===== src/rtl/sync_fifo_rd_port.sv =====
// sync_fifo_rd_port: FIFO read side, FWFT stream from a 1-cycle RAM.
// Optional level_o output enabled by SYNC_FIFO_RD_LEVEL_EN.
module sync_fifo_rd_port #(
  parameter int P_DATA_WIDTH = 8,
  parameter int P_ADDR_WIDTH = 4
) (
  input  logic                    clk_i,
  input  logic                    rst_ni,
  input  logic [P_ADDR_WIDTH:0]   wr_ptr_i,
  input  logic                    clear_i,
  output logic [P_ADDR_WIDTH:0]   rd_ptr_o,
  output logic                    ram_rd_o,
  output logic [P_ADDR_WIDTH-1:0] ram_addr_o,
  input  logic [P_DATA_WIDTH-1:0] ram_data_i,
  output logic [P_DATA_WIDTH-1:0] m_data_o,
  output logic                    m_valid_o,
  input  logic                    m_ready_i
`ifdef SYNC_FIFO_RD_LEVEL_EN
  ,
  output logic [P_ADDR_WIDTH+1:0] level_o
`endif
);

  localparam int LW = P_ADDR_WIDTH + 2;

  logic [P_ADDR_WIDTH:0]   rd_ptr_q, rd_ptr_d;
  logic [P_DATA_WIDTH-1:0] head_q, head_d;
  logic [P_DATA_WIDTH-1:0] skid_q, skid_d;
  logic [1:0]              occ_q, occ_d;
  logic                    inf_q, inf_d;
  logic                    valid_q, valid_d;

  logic       non_empty;
  logic       pop;
  logic       issue;
  logic [1:0] cnt;

  assign non_empty = (rd_ptr_q != wr_ptr_i);
  assign pop       = valid_q & m_ready_i;
  assign cnt       = occ_q + {1'b0, inf_q};

  // Issue a read while the buffer plus in-flight word has room.
  assign issue = rst_ni & ~clear_i & non_empty &
                 ((cnt < 2'd2) | ((cnt == 2'd2) & pop));

  assign ram_rd_o   = issue;
  assign ram_addr_o = rd_ptr_q[P_ADDR_WIDTH-1:0];
  assign rd_ptr_o   = rd_ptr_q;
  assign m_data_o   = head_q;
  assign m_valid_o  = valid_q;

  // Next state of pointer, head/skid buffer and in-flight flag.
  always_comb begin
    rd_ptr_d = rd_ptr_q;
    head_d   = head_q;
    skid_d   = skid_q;
    occ_d    = occ_q;
    inf_d    = inf_q;
    if (clear_i) begin
      rd_ptr_d = wr_ptr_i;
      occ_d    = 2'd0;
      inf_d    = 1'b0;
    end else begin
      rd_ptr_d = rd_ptr_q + {{P_ADDR_WIDTH{1'b0}}, issue};
      inf_d    = issue;
      if (inf_q) begin
        if (occ_q == 2'd0 || (pop && occ_q == 2'd1)) begin
          head_d = ram_data_i;
          occ_d  = 2'd1;
        end else if (pop && occ_q == 2'd2) begin
          head_d = skid_q;
          skid_d = ram_data_i;
          occ_d  = 2'd2;
        end else begin
          skid_d = ram_data_i;
          occ_d  = 2'd2;
        end
      end else if (pop) begin
        if (occ_q == 2'd2) begin
          head_d = skid_q;
          occ_d  = 2'd1;
        end else begin
          occ_d  = 2'd0;
        end
      end
    end
    valid_d = (occ_d != 2'd0);
  end

  // State registers with synchronous active-low reset.
  always_ff @(posedge clk_i) begin
    if (!rst_ni) begin
      rd_ptr_q <= '0;
      head_q   <= '0;
      skid_q   <= '0;
      occ_q    <= 2'd0;
      inf_q    <= 1'b0;
      valid_q  <= 1'b0;
    end else begin
      rd_ptr_q <= rd_ptr_d;
      head_q   <= head_d;
      skid_q   <= skid_d;
      occ_q    <= occ_d;
      inf_q    <= inf_d;
      valid_q  <= valid_d;
    end
  end

`ifdef SYNC_FIFO_RD_LEVEL_EN
  logic [LW-1:0]         level_q, level_d;
  logic [P_ADDR_WIDTH:0] diff;

  assign diff    = wr_ptr_i - rd_ptr_q;
  assign level_o = level_q;

  // Unread words: RAM backlog plus in-flight plus buffered.
  always_comb begin
    level_d = LW'(diff) + LW'(occ_q) + LW'(inf_q);
    if (clear_i) begin
      level_d = '0;
    end
  end

  // Level register.
  always_ff @(posedge clk_i) begin
    if (!rst_ni) begin
      level_q <= '0;
    end else begin
      level_q <= level_d;
    end
  end
`endif

endmodule


===== config.mk =====
export PLATFORM = sky130hd
export DESIGN_NAME = sync_fifo_rd_port
export DESIGN_NICKNAME = d
export VERILOG_FILES = /design/src/rtl/sync_fifo_rd_port.sv
export SDC_FILE = /design/constraint.sdc
export NUM_CORES = 1
export LEC_CHECK = 0
export BUFFER_PORTS_ARGS = -buffer_cell sky130_fd_sc_hd__buf_2
export CAP_MARGIN = 15
export CELL_PAD_IN_SITES_DETAIL_PLACEMENT = 0
export CELL_PAD_IN_SITES_GLOBAL_PLACEMENT = 1
export CORE_MARGIN = 4
export CORE_UTILIZATION = 37
export CTS_CLUSTER_DIAMETER = 200
export DETAILED_ROUTE_END_ITERATION = 12
export PLACE_DENSITY = 0.87
export SLEW_MARGIN = 25
export SYNTH_ARGS = -nofsm -noshare
export SYNTH_HDL_FRONTEND = slang
export SYNTH_SLANG_ARGS = --single-unit

===== constraint.sdc =====
create_clock -name clk_i -period 2.6 [get_ports clk_i]
set_input_delay 0.52 -clock clk_i [delete_from_list [all_inputs] [get_ports clk_i]]
set_output_delay 0.52 -clock clk_i [all_outputs]
set_load 0.05 [all_outputs]

==> run metrics, run 1 <==
yosys warns=0; worst reg-to-reg path cell count=9; Pre-Repair DR Iteration Count=4; Yosys cell types=31; global-route wire length before repair=4420 µm; Final Worst Setup Slack=180 ps; vias post-DR=1040; TritonCTS buffer count=3; gr ovfl total=0; setup TNS=0 ps; crit path time final=2420 ps; Synth Area in Adders=0.0302; # IOs=36; Fin. Hold Viols=0; CTS tree=built; slew at the pin closest to its max-slew limit=935 ps; Critical Path RT=2080 ps; Antenna Cells=0; count of final setup violators=0; status=completed; reg2reg start=inf_q$_SDFF_PP0_; post-synthesis sequential area ratio=0.403; Pwr Density=537 mW/mm²; critical path class=reg -> out; dpl hpwl=2050 µm; post-CTS sizing=0; R2R Path End=rd_ptr_o[2]$_SDFF_PN0_; Initial Utilization=0.397; Die H=65.9 µm; Final Max Slew Viols=0; CTS Hold Bufs=0; htree depth=1; die area=0.00435 mm²; Worst-path clk slew=150 ps; fmax=0.413 GHz; Placeable Area=0.00313 mm²; WL/cell=13.0 µm; post-synthesis compound-gate area fraction=0.206; Post CTS Setup Buffer Count=0; mux cell area share after synthesis=0.0806; Synth area leaders=dfxtp_1, mux2i_1, o21ai_0, o31ai_1, a21oi_1; Avg Inst Size Synth=9.33 µm²; area leader, netlist=dfxtp_1; R2R Setup Slk=450 ps; residual DRC count=0; Setup crit end kind=primary output; Final period util=0.931; initial DRC count=48; Area Overhead vs Synth=17.4%; share of the synthesized area in the top cell type=0.403; Critical Path AT=1900 ps; CTS Sinks=25; worst hold path stage count=3; RSZ-0062 raised after global routing=false; antenna-violating nets left=0; vias in the first global route=979; NumNets Final=184; Max-slew headroom=0.374; combinational family with the most area after synthesis=compound AO/OA/AOI/OAI gates; Clock Skews=7.34 ps; Worst Hold Class=in -> reg; maxcap violations=0; maximum VDD drop=428 µV; share of cells above drive strength 1=0.294; post-synthesis cell count=133; port bufs=35; die width=65.9 µm; Synth Area in XOR/XNOR=0.0635; worst-case clock buffer depth=2; flops & latches, synth=25; overall routing resource usage=0.132; Synth Cell Area=0.00124 mm²; pre-CTS setup slack=317 ps; Clock Latency Late Sink=330 ps; Critical Path Source=inf_q$_SDFF_PP0_; crit path to=ram_rd_o; Simple-Gate Fraction of Synth Area=0.156; crit start category=register; CTS root buf=clkbuf_4; largest net degree at the start of global routing=30; drt total wl=2690 µm; routability cong.=0.821; Pleak=0.000632 µW; Post-Syn Nets=153; row count=20; critical path peak fanout=7; initial antenna violation count=0; Via density=5.02
critical path, cell delays in order, from the launching register on:
cell and delay [ps]:
dfxtp_1 510, ha_1 290, nor2_1 100, nor2_1 90
a311oi_4 280, buf_2 310
Yosys cell counts:
library cell / instances
and2_1: 1
nand3_1: 10
buf_6: 2
a311oi_1: 2
buf_4: 4
o31ai_1: 8
nand2b_1: 1
a21oi_1: 11
nor3_2: 1
a31oi_1: 1
clkbuf_1: 1
xor2_1: 5
nor2_1: 4
mux2i_1: 10
ha_1: 3
inv_1: 1
or2_1: 1
o211ai_1: 1
o22a_2: 1
dfxtp_1: 25
a21boi_4: 1
xnor2_1: 4
nand2_1: 12
nor2_4: 1
o21ai_0: 12
nand2b_4: 1
nor2b_1: 2
nor3_1: 2
a211oi_4: 1
buf_2: 3
and2b_1: 1
final cells by class:
| type | instances | area (µm²) |
|---|---|---|
| multi-input cells | 97 | 683 |
| fillers | 313 | 1670 |
| repair buffers | 36 | 183 |
| clock inverters | 1 | 8.76 |
| inverters | 1 | 3.75 |
| flip-flops and latches | 25 | 502 |
| well taps | 44 | 55.1 |
| clock buffers | 3 | 22.5 |
power by group:
group | internal, µW | total [µW] | switching (µW)
sequential | 399 | 414 | 15.0
clock | 62.8 | 190 | 127
combinational | 54.9 | 179 | 124
total | 517 | 782 | 266
sequential cells by signal (all words and copies together) (netlist names):
name and flops:
inf_q 1, m_data_o 8, m_valid_o 1, occ_q 2, rd_ptr_o 5, skid_q 8
metrics by stage:
stage | util | hold WS [ps] | instance area (µm²) | power, µW | instances
2_1_floorplan | - | 443 | 1260 | 561 | 133
3_3_place_gp | 0.456 | 456 | 1430 | 598 | 203
3_5_place_dp | 0.456 | 463 | 1430 | 602 | 203
4_1_cts | 0.466 | 410 | 1460 | 793 | 207
5_1_grt | 0.466 | 393 | 1460 | 826 | 207
6_report | 0.466 | 420 | 1460 | 782 | 207
layout by cell type (no fill, tap or decap):
master	synthesis	routed
buf_2	3	35
dfxtp_1	25	24
nand2_1	12	12
o21ai_0	12	12
a21oi_1	11	11
mux2i_1	10	10
nand3_1	10	10
o31ai_1	8	8
xor2_1	5	5
xnor2_1	4	4
nor2_1	4	4
ha_1	3	3
clkbuf_4	0	3
nor3_1	2	2
nor2b_1	2	2
inv_1	1	1
a311oi_4	0	1
nand2b_4	1	1
nand2b_1	1	1
a211oi_4	1	1
nor3_2	1	1
or2_1	1	1
a21boi_4	1	1
nor2_4	1	1
o211ai_1	1	1
a311oi_1	2	1
and2b_1	1	1
a31oi_1	1	1
o22a_2	1	1
and2_1	1	1
inv_6	0	1
dfxtp_2	0	1
buf_4	4	1
per-layer routing:
metal	share of wire	track usage
met4	0.0056	0.0311
met3	0.071	0.0374
met2	0.48	0.227
met5	0	0
met1	0.44	0.163
cells by family (layout without fill, tap and decap cells):
group	Yosys count	count (layout)
buf+inv	11	41
fa+ha+maj	3	3
compound gates	38	38
mux	10	10
flops	25	25
xor+xnor	9	9
simple gates	37	37
worst min-delay path by stage:
stage,start,endpoint
after floorplan,skid_q[1]$_SDFFE_PN0P_,skid_q[1]$_SDFFE_PN0P_
after detailed placement,skid_q[1]$_SDFFE_PN0P_,skid_q[1]$_SDFFE_PN0P_
after CTS,ram_data_i[1],skid_q[1]$_SDFFE_PN0P_
after global placement,skid_q[3]$_SDFFE_PN0P_,skid_q[3]$_SDFFE_PN0P_
after global routing,ram_data_i[6],skid_q[6]$_SDFFE_PN0P_
final,ram_data_i[3],skid_q[3]$_SDFFE_PN0P_
Power figures use the tool's default switching activity.
==> run 2, diff against run 1 <==
--- a/config.mk
+++ b/config.mk
@@ -9,7 +9,7 @@
 export CAP_MARGIN = 15
 export CELL_PAD_IN_SITES_DETAIL_PLACEMENT = 0
 export CELL_PAD_IN_SITES_GLOBAL_PLACEMENT = 1
-export CORE_MARGIN = 4
+export CORE_MARGIN = 2
 export CORE_UTILIZATION = 37
 export CTS_CLUSTER_DIAMETER = 200
 export DETAILED_ROUTE_END_ITERATION = 12
==> run metrics, run 2 (synthesis gave the netlist of run 1 again) <==
Register Area=502 µm² (unchanged); reg2reg start=inf_q$_SDFF_PP0_; cell count after placement=206 (+1.5%); Worst-path clk slew=150 ps (about the same); worst-case clock buffer depth=2 (unchanged); vias post-DR=1053 (+1.3%); Critical Path RT=2080 ps (about the same); Setup crit end kind=primary output; dpl hpwl=2020 µm (-1.5%); Critical Path AT=1980 ps (+80 ps); global-route wire length before repair=4020 µm (-9.2%); overall routing resource usage=0.145 (+0.0124); worst hold path stage count=3 (unchanged); slew at the pin closest to its max-slew limit=907 ps (-28.1 ps); Pleak=0.000637 µW (+0.84%); WL/cell=12.6 µm (-3.1%); final std cells w/o fill=210 (+1.4%); critical path class=reg -> out; Hold Startpoint=ram_data_i[4]; antenna-violating nets left=0 (unchanged); CTS root buf=clkbuf_4; Antenna Cells=0 (unchanged); most frequent cells in the layout=buf_2, dfxtp_1, nand2_1, o21ai_0, a21oi_1; Worst Hold Class=in -> reg; fmax=0.401 GHz (-3.0%); drt total wl=2640 µm (-1.7%); CTS Hold Bufs=0 (unchanged); residual DRC count=0 (unchanged); setup TNS=0 ps (unchanged); Initial Utilization=0.378 (-0.0189); commonest non-fill, non-tap cell in the layout=buf_2; R2R Path End=rd_ptr_o[4]$_SDFF_PN0_; Via density=5.01 (-0.20%); Post CTS Setup Buffer Count=0 (unchanged); crit start category=register; Final period util=0.960 (+0.0292); maximum VDD drop=249 µV (-42%); Max-slew headroom=0.393 (+0.0188); area of the multi-input gates=683 µm² (unchanged); Pwr Density=534 mW/mm² (-0.43%); die width=61.9 µm (-6.1%); row count=21 (+5.0%); vias in the first global route=891 (-9.0%); Pre-Repair DR Iteration Count=4 (unchanged); NumNets Final=185 (+0.54%); Area Overhead vs Synth=18.2%; R2R Setup Slk=400 ps (-50 ps); post-CTS sizing=0 (unchanged); Die H=61.9 µm (-6.1%); CTS Sinks=25 (unchanged); worst reg-to-reg path cell count=9 (unchanged); Clock Latency Late Sink=330 ps (about the same); status=completed; port bufs=35 (unchanged); die area=0.00383 mm² (-12%); Hold Path End=skid_q[4]$_SDFFE_PN0P_; Placeable Area=0.00328 mm² (+5.0%); crit path time final=2500 ps (+76.0 ps); Final Max Slew Viols=0 (unchanged); Clock Skews=12.8 ps (+5.46 ps); TritonCTS buffer count=3 (unchanged); Fin. Hold Viols=0 (unchanged); # IOs=36 (unchanged); gr ovfl total=0 (unchanged); critical path peak fanout=7 (unchanged); routability cong.=0.773 (-5.9%); maxcap violations=0 (unchanged); initial DRC count=23 (-52%); share of cells above drive strength 1=0.299 (+0.00430); CTS tree=built; RSZ-0062 raised after global routing=false; largest net degree at the start of global routing=30 (unchanged); htree depth=1 (unchanged); initial antenna violation count=0 (unchanged); count of final setup violators=0 (unchanged); fillers=335 (+7.0%)
## run 2: critical path, stage by stage, from the launching register on
cell and delay [ps]:
dfxtp_1 520, ha_1 300, nor2_1 130, nor2_1 100
a311oi_4 290, buf_2 310
## run 2: how the worst max path moves through the flow
stage / start / to / slack [ps] / cells after the start
after floorplan: rd_ptr_o[2]$_SDFF_PN0_ / rd_ptr_o[4]$_SDFF_PN0_ / 140 / 8
after detailed placement: wr_ptr_i[1] / rd_ptr_o[2]$_SDFF_PN0_ / 320 / 9
after global routing: inf_q$_SDFF_PP0_ / ram_rd_o / 10 / 5
after CTS: inf_q$_SDFF_PP0_ / ram_rd_o / 70 / 5
final: inf_q$_SDFF_PP0_ / ram_rd_o / 100 / 5
after global placement: wr_ptr_i[1] / rd_ptr_o[2]$_SDFF_PN0_ / 380 / 9
## run 2: metrics by stage
| stage | hold slack (ps) | setup slack [ps] | total power (µW) | util | instance area (µm²) |
|---|---|---|---|---|---|
| floorplan | 443 | 135 | 561 | - | 1260 |
| global placement | 455 | 380 | 599 | 0.437 | 1440 |
| detailed placement | 461 | 316 | 603 | 0.437 | 1440 |
| CTS | 406 | 68.6 | 795 | 0.447 | 1470 |
| global route | 400 | 11.5 | 827 | 0.447 | 1470 |
| finish | 418 | 104 | 784 | 0.447 | 1470 |
## run 2: power by group
part           switching [µW]  leakage, µW  internal [µW]
Sequential               15.2     0.000204            399
Combinational             124     0.000414           55.7
Clock                     128    0.0000183           62.8
## run 2: area by class of cell
class	count	share of cell area
tap	46	0.0392
timing repair buffer	37	0.130
inverter	1	0.00256
multi-input combinational	97	0.465
clock buffer	3	0.0153
sequential	25	0.342
clock inverter	1	0.00597
## run 2: per-layer routing
| layer | routed length (µm) | GRT usage | vias to the layer above |
|---|---|---|---|
| met4 | 28 | 0.0365 | 0 |
| met3 | 119 | 0.0435 | 4 |
| met2 | 1250 | 0.250 | 29 |
| met1 | 1250 | 0.176 | 484 |
| li1 | - | - | 536 |
| met5 | 0 | 0 | - |
